===== src/rtl/alien_spawn_ctrl.sv =====
// alien_spawn_ctrl - frame-driven alien slot scheduler.
//
// Decides when, and into which slot, an alien spawns. It sequences each slot
// through IDLE -> ALIVE -> DYING -> IDLE and counts the aliens left in the
// level. When the player dies it freezes play, re-queues live aliens and
// flags level clear once every alien is dead.
//
// Ports:
//   clk               system clock
//   resetN            asynchronous reset, active low
//   startOfFrame      1-clk pulse per video frame; frame timers advance on it
//   level_start       1-clk pulse: reload the level (same effect as reset)
//   player_died       level: player dead / respawning -> freeze play
//   alien_hit         [N_ALIENS] per-slot kill request, any cycle
//   alive             [N_ALIENS] slot is ALIVE
//   dying             [N_ALIENS] slot is DYING (death animation)
//   spawn_pulse       [N_ALIENS] 1-clk pulse: slot just spawned
//   aliens_remaining  [8] aliens not yet killed this level
//   level_clear       all aliens killed; sticky until reset/level_start
//
// Build option: define ALIEN_SPAWN_RR_EN for round-robin slot grant.
// Without it, the lowest-index IDLE slot wins.

// Per-slot state machine. alive/dying are the state bits themselves, so
// both outputs come straight from flops.
module alien_spawn_slot #(
    parameter logic [10:0] DEATH_FRAMES = 11'd30
) (
    input  logic clk,
    input  logic resetN,
    input  logic level_start,
    input  logic freeze_entry,
    input  logic run_go,
    input  logic frame,
    input  logic hit,
    input  logic grant,
    output logic alive,
    output logic dying,
    output logic spawn_pulse
);
    localparam logic [1:0] S_IDLE  = 2'b00;
    localparam logic [1:0] S_ALIVE = 2'b01;
    localparam logic [1:0] S_DYING = 2'b10;

    logic [1:0]  state;
    logic [10:0] death_cnt;

    always_ff @(posedge clk or negedge resetN) begin
        if (!resetN) begin
            state       <= S_IDLE;
            death_cnt   <= '0;
            spawn_pulse <= 1'b0;
        end else if (level_start || freeze_entry) begin
            // Freezing drops both ALIVE and DYING slots to IDLE at once.
            state       <= S_IDLE;
            death_cnt   <= '0;
            spawn_pulse <= 1'b0;
        end else if (!run_go) begin
            spawn_pulse <= 1'b0;
        end else begin
            spawn_pulse <= grant;
            case (state)
                S_IDLE:  if (grant) state <= S_ALIVE;
                S_ALIVE: if (hit) begin
                    state     <= S_DYING;
                    death_cnt <= DEATH_FRAMES;
                end
                S_DYING: if (frame) begin
                    // Leave on the frame that takes the count to zero.
                    if (death_cnt <= 11'd1) begin
                        state     <= S_IDLE;
                        death_cnt <= '0;
                    end else begin
                        death_cnt <= death_cnt - 11'd1;
                    end
                end
                default: state <= S_IDLE;
            endcase
        end
    end

    assign alive = state[0];
    assign dying = state[1];
endmodule

module alien_spawn_ctrl #(
    parameter int          N_ALIENS     = 2,
    parameter logic [7:0]  TOTAL_ALIENS = 8'd6,
    parameter logic [10:0] FIRST_DELAY  = 11'd60,
    parameter logic [10:0] SPAWN_GAP    = 11'd120,
    parameter logic [10:0] DEATH_FRAMES = 11'd30
) (
    input  logic                clk,
    input  logic                resetN,
    input  logic                startOfFrame,
    input  logic                level_start,
    input  logic                player_died,
    input  logic [N_ALIENS-1:0] alien_hit,
    output logic [N_ALIENS-1:0] alive,
    output logic [N_ALIENS-1:0] dying,
    output logic [N_ALIENS-1:0] spawn_pulse,
    output logic [7:0]          aliens_remaining,
    output logic                level_clear
);
    localparam int PW = (N_ALIENS > 1) ? $clog2(N_ALIENS) : 1;

    localparam logic [0:0] ST_RUN    = 1'b0;
    localparam logic [0:0] ST_FREEZE = 1'b1;

    logic [0:0]          gstate;
    logic [10:0]         gap_cnt;
    logic [7:0]          to_spawn;
    logic                run_go, freeze_entry, spawn_ok, found;
    logic [PW-1:0]       grant_idx;
    logic [N_ALIENS-1:0] idle_vec, grant_vec, hit_live;
    logic [3:0]          n_kill, n_requeue;
    logic [8:0]          requeue_sum;
`ifdef ALIEN_SPAWN_RR_EN
    // Next slot to try first; after a grant it moves past the granted slot.
    logic [PW-1:0]       rr_ptr;
    logic [PW-1:0]       cand;
`endif

    function automatic logic [3:0] popcnt(input logic [N_ALIENS-1:0] v);
        logic [3:0] c;
        c = '0;
        for (int k = 0; k < N_ALIENS; k++) c = c + {3'b000, v[k]};
        return c;
    endfunction

    always_comb begin
        run_go       = (gstate == ST_RUN) && !player_died && !level_start;
        freeze_entry = (gstate == ST_RUN) &&  player_died && !level_start;
        idle_vec     = ~(alive | dying);
        hit_live     = alien_hit & alive;
        n_kill       = popcnt(hit_live);
        n_requeue    = popcnt(alive);
        requeue_sum  = {1'b0, to_spawn} + {5'b00000, n_requeue};
        found        = 1'b0;
        grant_idx    = '0;
`ifdef ALIEN_SPAWN_RR_EN
        cand = '0;
        for (int k = 0; k < N_ALIENS; k++) begin
            cand = PW'((int'(rr_ptr) + k) % N_ALIENS);
            if (!found && idle_vec[cand]) begin
                found     = 1'b1;
                grant_idx = cand;
            end
        end
`else
        for (int k = 0; k < N_ALIENS; k++) begin
            if (!found && idle_vec[k]) begin
                found     = 1'b1;
                grant_idx = PW'(k);
            end
        end
`endif
        spawn_ok = run_go && startOfFrame && (gap_cnt == 11'd0) &&
                   (to_spawn != 8'd0) && found && !level_clear;
        grant_vec = '0;
        if (spawn_ok) grant_vec[grant_idx] = 1'b1;
    end

    always_ff @(posedge clk or negedge resetN) begin
        if (!resetN) begin
            gstate           <= ST_RUN;
            gap_cnt          <= FIRST_DELAY;
            to_spawn         <= TOTAL_ALIENS;
            aliens_remaining <= TOTAL_ALIENS;
        end else if (level_start) begin
            gstate           <= ST_RUN;
            gap_cnt          <= FIRST_DELAY;
            to_spawn         <= TOTAL_ALIENS;
            aliens_remaining <= TOTAL_ALIENS;
        end else if (gstate == ST_FREEZE) begin
            if (!player_died) begin
                gstate  <= ST_RUN;
                gap_cnt <= FIRST_DELAY;
            end
        end else if (player_died) begin
            // Live aliens go back into the spawn queue; they were not killed.
            gstate <= ST_FREEZE;
            if (requeue_sum > {1'b0, TOTAL_ALIENS}) to_spawn <= TOTAL_ALIENS;
            else                                    to_spawn <= requeue_sum[7:0];
        end else begin
            if ({4'b0000, n_kill} >= aliens_remaining) aliens_remaining <= '0;
            else aliens_remaining <= aliens_remaining - {4'b0000, n_kill};
            if (startOfFrame) begin
                if (gap_cnt != 11'd0) begin
                    gap_cnt <= gap_cnt - 11'd1;
                end else if (spawn_ok) begin
                    gap_cnt  <= SPAWN_GAP;
                    to_spawn <= to_spawn - 8'd1;
                end
            end
        end
    end

`ifdef ALIEN_SPAWN_RR_EN
    always_ff @(posedge clk or negedge resetN) begin
        if (!resetN)         rr_ptr <= '0;
        else if (level_start) rr_ptr <= '0;
        else if (spawn_ok)   rr_ptr <= (grant_idx == PW'(N_ALIENS - 1)) ? '0 : grant_idx + PW'(1);
    end
`endif

    // Looks at registered state, so clear rises the clk after the last slot idles.
    always_ff @(posedge clk or negedge resetN) begin
        if (!resetN)          level_clear <= 1'b0;
        else if (level_start) level_clear <= 1'b0;
        else if ((aliens_remaining == 8'd0) && !(|(alive | dying))) level_clear <= 1'b1;
    end

    for (genvar i = 0; i < N_ALIENS; i++) begin : g_slot
        alien_spawn_slot #(.DEATH_FRAMES(DEATH_FRAMES)) u_slot (
            .clk          (clk),
            .resetN       (resetN),
            .level_start  (level_start),
            .freeze_entry (freeze_entry),
            .run_go       (run_go),
            .frame        (startOfFrame),
            .hit          (alien_hit[i]),
            .grant        (grant_vec[i]),
            .alive        (alive[i]),
            .dying        (dying[i]),
            .spawn_pulse  (spawn_pulse[i])
        );
    end
endmodule

===== config.mk =====
export PLATFORM = sky130hd
export DESIGN_NAME = alien_spawn_ctrl
export DESIGN_NICKNAME = d
export VERILOG_FILES = /design/src/rtl/alien_spawn_ctrl.sv
export SDC_FILE = /design/constraint.sdc
export NUM_CORES = 1
export LEC_CHECK = 0
export ABC_AREA = 1
export BUFFER_PORTS_ARGS = -buffer_cell sky130_fd_sc_hd__buf_4
export CORE_MARGIN = 8
export CORE_UTILIZATION = 56
export CTS_CLUSTER_SIZE = 20
export DETAILED_ROUTE_END_ITERATION = 6
export PLACE_DENSITY = 0.75
export SKIP_LAST_GASP = 1
export SYNTH_ARGS = -nofsm -noshare
export SYNTH_HDL_FRONTEND = slang
export SYNTH_SLANG_ARGS = --single-unit
export TNS_END_PERCENT = 100

===== constraint.sdc =====
create_clock -name clk -period 4.94 [get_ports clk]
set_input_delay 0.247 -clock clk [delete_from_list [all_inputs] [get_ports clk]]
set_output_delay 0.247 -clock clk [all_outputs]
set_load 0.05 [all_outputs]

# After elaboration in Yosys (flattened, before gate mapping)
# Index checks and enable logic that the tools add are counted.
word_totals:
  register_bits: 57
  rom_bits: 0
  input_bits: 7
  memories: 0
  latch_bits: 0
  word_cells: 142
  output_inout_bits: 15
  ram_bits: 0
classes:
  n_mul: 0
  bitwise_logic: 4
  n_mux: 58
  shifts: 0
  n_eq_ne: 15
  n_addsub: 8
  reduce_logical: 40
  n_div: 0
  magnitude_cmp: 6
ops:
  columns: ["op", "n"]
  rows:
  - ["$mux 11", 17]
  - ["$mux 8", 11]
  - ["$pmux 11 s2", 2]
  - ["$sub 11x1->11 const B", 3]
  - ["$mux 2", 13]
  - ["$le 11x1->1 const B", 2]
  - ["$reduce_bool 3->1", 5]
  - ["$logic_and 1x1->1", 12]
  - ["$mux 1", 12]
  - ["$ne 3x2->1 const B", 4]
  - ["$ne 3x3->1 const B", 4]
  - ["$pmux 2 s3", 2]
  - ["$reduce_and 4->1", 3]
  - ["$logic_not 11->1", 1]
  - ["$reduce_bool 11->1", 1]
  - ["$reduce_and 5->1", 2]
  - ["$add 8x2->9", 1]
  - ["$gt 9x3->1 const B", 1]
  - ["$ge 2x8->1", 1]
  - ["$logic_not 8->1", 1]
  - ["$reduce_bool 8->1", 1]
  - ["$sub 8x1->8 const B", 1]
  - ["$sub 8x2->8", 1]
  - ["$logic_not 1->1", 5]
  - ["other kinds (19)", 25]

# Longest topological paths before layout
depth:
  ltp_word: 15
  mapped_depth: 13
  depth_no_buf: 12

# Hierarchy
# Synthesis repeated with hierarchy kept, for this count alone.
unflattened:
  cells_unflattened: 569
  area_unflattened_um2: 4031.4
modules_own_cells:
  columns: ["mod", "n_inst", "cells_each", "seq_area_each_um2", "area_each_um2"]
  rows:
  - ["alien_spawn_ctrl", 1, 288, 735.7, 2088.3]
  - ["alien_spawn_slot (g_slot[1].u_slot)", 1, 140, 350.3, 1002.2]
  - ["alien_spawn_slot (g_slot[0].u_slot)", 1, 141, 350.3, 940.9]

# Worst setup path after synthesis
# OpenSTA, ideal clock, no wires.
synth_path:
  path_type: "register to register"
  startpoint: "reg g_slot[0].u_slot.state[0]"
  endpoint: "reg aliens_remaining[6]"
  arrival_ps: 1909
  setup_time_ps: 83
  slack_ps: 2948
  path_buffers: 0
  path_stages_with_launch: 11
  cell_sequence: "dfrtp_1 > nand2_1 > inv_1 > ha_1 > ha_1 > inv_1 > fa_1 > nor2_1 > nand3_1 > xor2_1 > o21ai_0"
synth_between:
  elab_chain_len: 7
  elab_cells_between_ends: 8
  classes_between: "add/sub (2); order compare (1); mux (4); bitwise (1)"
synth_lines:
  columns: ["element", "line", "rtl"]
  rows:
  - ["start, declared", "45", "logic [1:0] state;"]
  - ["start signal, assigned", "50", "state <= S_IDLE;"]
  - ["start signal, assigned", "55", "state <= S_IDLE;"]
  - ["start signal, assigned", "63", "S_IDLE: if (grant) state <= S_ALIVE;"]
  - ["$and 2x2->2 (*)", "135", "hit_live = alien_hit & alive;"]
  - ["$add 1x1->2 (*)", "127", "for (int k = 0; k < N_ALIENS; k++) c = c + {3'b000, v[k]};"]
  - ["$sub 8x2->8 or $ge 2x8->1 (tied branches)", "187, 186", null]
  - ["$mux 8 (*)", "186", "if ({4'b0000, n_kill} >= aliens_remaining) aliens_remaining <= '0;"]
  - ["$mux 8 (*)", "180", "end else if (player_died) begin"]
  - ["$mux 8 (*)", "175", "end else if (gstate == ST_FREEZE) begin"]
  - ["$mux 8 (*)", "170", "end else if (level_start) begin"]
  - ["end signal, assigned", "187", "else aliens_remaining <= aliens_remaining - {4'b0000, n_kill};"]
  - ["end, declared", "102", "output logic [7:0] aliens_remaining,"]
# Every way passes the cells marked *; elsewhere a longest branch is shown, timed or not. The select of a mux whose other input is x is not followed.
# A chain may end at the register's enable or synchronous reset.

# Worst setup path after layout
layout_path:
  startpoint: "reg g_slot[0].u_slot.state[0]"
  endpoint: "reg aliens_remaining[4]"
# The elaborated chain is that of the path after synthesis.

==> impl_summary.txt <==
----------------------------------------------------
[Outcome]
  Status ... finished clean

[Routing]
  Via/cell ratio ... 5.43
  Post-route antenna net violation count ... 0
  Iter 0 DRT Violations ... 154
  DR WL/cell ... 12.9 um
  Via total after detailed routing ... 3429
  Number of remaining DRC errors ... 0
  Initial DRT Pass Iterations ... 4
  Routed Wire Length ... 8.13 mm

[Timing]
  Post-route minimum period ... 2210 ps
  Final setup skew ... 9.65 ps
  Final Slew Violations ... 0
  Total negative setup slack ... 0 ps
  Final-report setup violation count ... 0
  Worst hold margin ... 206 ps
  Slew margin rel. ... 53.0%
  RSZ-0062 raised after global routing ... false
  Hold Fails Final Rpt ... 0
  Slew at the pin with the worst max-slew slack ... 706 ps
  Period utilization ... 44.8%
  Achievable clock frequency ... 452 MHz

[CTS]
  Clk Tree Root Cell ... clkbuf_8
  Num CTS Buffers ... 9
  Source-to-sink clock delay at the later pin of the worst-skew pair ... 340 ps
  Clk buf depth ... 2
  Deepest level of the CTS H-tree ... 3
  Number of setup buffers added after CTS ... 0
  Clock-pin transition on the worst setup and hold timing paths ... 70 ps
  Sink count of the clock tree ... 57
  TritonCTS clock tree ... yes

[Power]
  Leakage ... 2.13 nW
  Worst ir drop on vdd ... 0.000169 V
  Pwr per Cell Area ... 380 nW/um2

[Placed design]
  Number of placed instances, taps included ... 615
  Placer Congestion ... 0.923
  Post-Place Cell Area ... 4040 um2
  HPWL after DPL ... 6.18 mm
  Number of buffers inserted by port buffering ... 21

[Hold path]
  Worst min-delay path category ... input pin to register
  Hold wc startpoint ... level_start

[Yosys]
  Area fraction of the dominant cell type after synthesis ... 31.7%
  Most used standard cell by instance count after synthesis ... nand2_1
  Most area-hungry cell type in the Yosys netlist ... dfrtp_1
  Main synth FF type ... dfrtp_1
  Number of enable-type register cells in the synthesized netlist ... 0
  Warnings, synthesis ... 0
  Share of synthesized area occupied by flip-flops and latches ... 37.1%
  Cell Area, Synth ... 3870 um2
  Unique cell type count in the Yosys netlist ... 36
  Fraction of synthesis flops using an asynchronous set or reset pin ... 100%
  Most used standard cells in the synthesized netlist ... nand2_1 (118), nor2_1 (77), inv_1 (63), dfrtp_1 (49), nand3_1 (37)
  Synth top area cells ... dfrtp_1 (32%), nand2_1 (11%), nor2_1 (7.5%)
  Flip-flop and latch count after synthesis ... 57
  Instance count of the mapped netlist ... 524
  Nets in the synthesized netlist ... 549
  Post-Synthesis Mean Instance Area ... 7.39 um2

[Critical path]
  Reg-to-reg critical path startpoint ... g_slot[0].u_slot.state[0]$_DFFE_PN0P_
  Kind of end point of the critical path ... register
  Worst path max stage delay ... 470 ps
  Gate family responsible for the most delay along the worst path ... adder cells
  Data arrival time of the critical path ... 2420 ps
  Crit. Startpoint ... g_slot[0].u_slot.state[0]$_DFFE_PN0P_
  CP max FO ... 7
  Slowest stage cell on the critical path ... dfrtp_1
  Cell seen most often among critical-path stages ... nand2_1
  Buffers and inverters on the worst path ... 2
  Type of the worst setup path ... register to register
  Cell chain of the critical path ... nand2_1 -> inv_1 -> ha_1 -> ha_1 -> inv_1 -> fa_1 -> a21oi_1 -> nand2_1 -> nand2_1 -> o22ai_1
  Kind of start point of the critical path ... register
  Data required, critical path ... 5140 ps

[Die]
  Area of the die ... 9830 um2
  I/O Pins ... 22
  Core ar. ... 6760 um2
  Vertical die dimension ... 99.1 um
  Starting Density ... 57.3%
  Width of the chip ... 99.1 um
  Number of placement rows ... 30

[GRT]
  Number of antenna violations at the first check in global routing ... 0
  Number of global-route vias before repair ... 3240
  Global routing usage summed across all routing layers ... 17.8%
  Wire length of the first global-routing pass ... 14.6 mm
  Maximum number of pins on one net before global-route repair ... 58
  Remaining global-route overflow ... 0

[Layout]
  Area Overhead vs Synth ... 10.3%
  Share of post-route cells with drive strength above 1 ... 13.0%
  Cell area after layout ... 4270 um2
  Nets ... 572
  Total inserted antenna cells ... 0
  Number of non-filler instances in the completed layout ... 632

[Run]
  Maximum capacitance violations ... 0

----------------------------------------------------
registers in the layout, indices dropped and copies added, names as in the netlist:
signal and flops:
g_slot.u_slot.spawn_pulse 2, aliens_remaining 8, g_slot.u_slot.death_cnt 22, g_slot.u_slot.state 4, gstate 1, gap_cnt 11, to_spawn 8, level_clear 1
stage by stage:
step                util, %  total power [W]  worst slack (ps)
global route           63.2          0.00175              2590
global placement       59.8          0.00115              2810
floorplan                 -          0.00105              2950
CTS                    63.2          0.00164              2720
detailed placement     59.8          0.00116              2730
finish                 63.2          0.00162              2730
routing by layer:
layer	up-vias	GRT usage [%]	share of wire (%)
met5	-	0	0
met4	0	7.45	2.1
met3	18	3.28	3.7
met2	59	29.3	49
met1	1613	22.4	45
li1	1739	-	-
final cells by class:
type                            instances  area, um2
Multi-Input combinational cell        390       2090
Clock inverter                          2       35.0
Inverter                               67        259
Clock buffer                           14        183
Fill cell                             608       2490
Tap cell                               80        100
Sequential cell                        57       1440
Timing Repair Buffer                   22        168
kinds of logic after synthesis:
family	Yosys count	share of synthesized area, %
AND/OR/NAND/NOR	289	33.5
buffers and inverters	77	8.92
flip-flops	57	37.1
AO/OA/AOI/OAI	56	8.12
XOR/XNOR	27	6.11
adder cells (fa/ha/maj)	18	6.21
power breakdown:
part / internal, W / switching (W)
Sequential: 0.000540 / 0.0000669
Clock: 0.000287 / 0.000183
Combinational: 0.000194 / 0.000353
Total: 0.00102 / 0.000603
placed cells by master, fill, tap and decap left out, types with 16 or more instances in the layout:
cell	netlist	layout
inv_1	63	63
nand3_1	37	37
buf_4	7	21
ha_1	16	16
dfrtp_1	49	49
xor2_1	23	23
a21oi_1	18	18
nor2_1	77	77
nand2_1	118	118
nand4_1	17	17
o21ai_0	19	19
timing repair:
action                                  4_1_cts  5_1_grt
hold buffers                                  1        0
resized for setup                             0        0
hold endpoints to repair                     40        0
endpoints found under the setup margin        0        0
worst paths after layout:
| check | endpoint | slack [ps] | depth (start not counted) |
|---|---|---|---|
| setup / recovery | aliens_remaining[4]$_DFFE_PN0P_ | 2730 | 10 |
| hold / removal | level_clear$_DFFE_PN0P_ | 210 | 2 |
| setup reg to reg | aliens_remaining[4]$_DFFE_PN0P_ | 2730 | 10 |
| hold reg to reg | gap_cnt[5]$_DFFE_PN1P_ | 490 | 2 |
| max in group asynchronous | g_slot[0].u_slot.death_cnt[4]$_DFFE_PN0P_ | 3960 | 2 |
| min in group asynchronous | g_slot[1].u_slot.death_cnt[8]$_DFFE_PN0P_ | 520 | 2 |
Note: power is estimated with default switching activity, not from simulation.
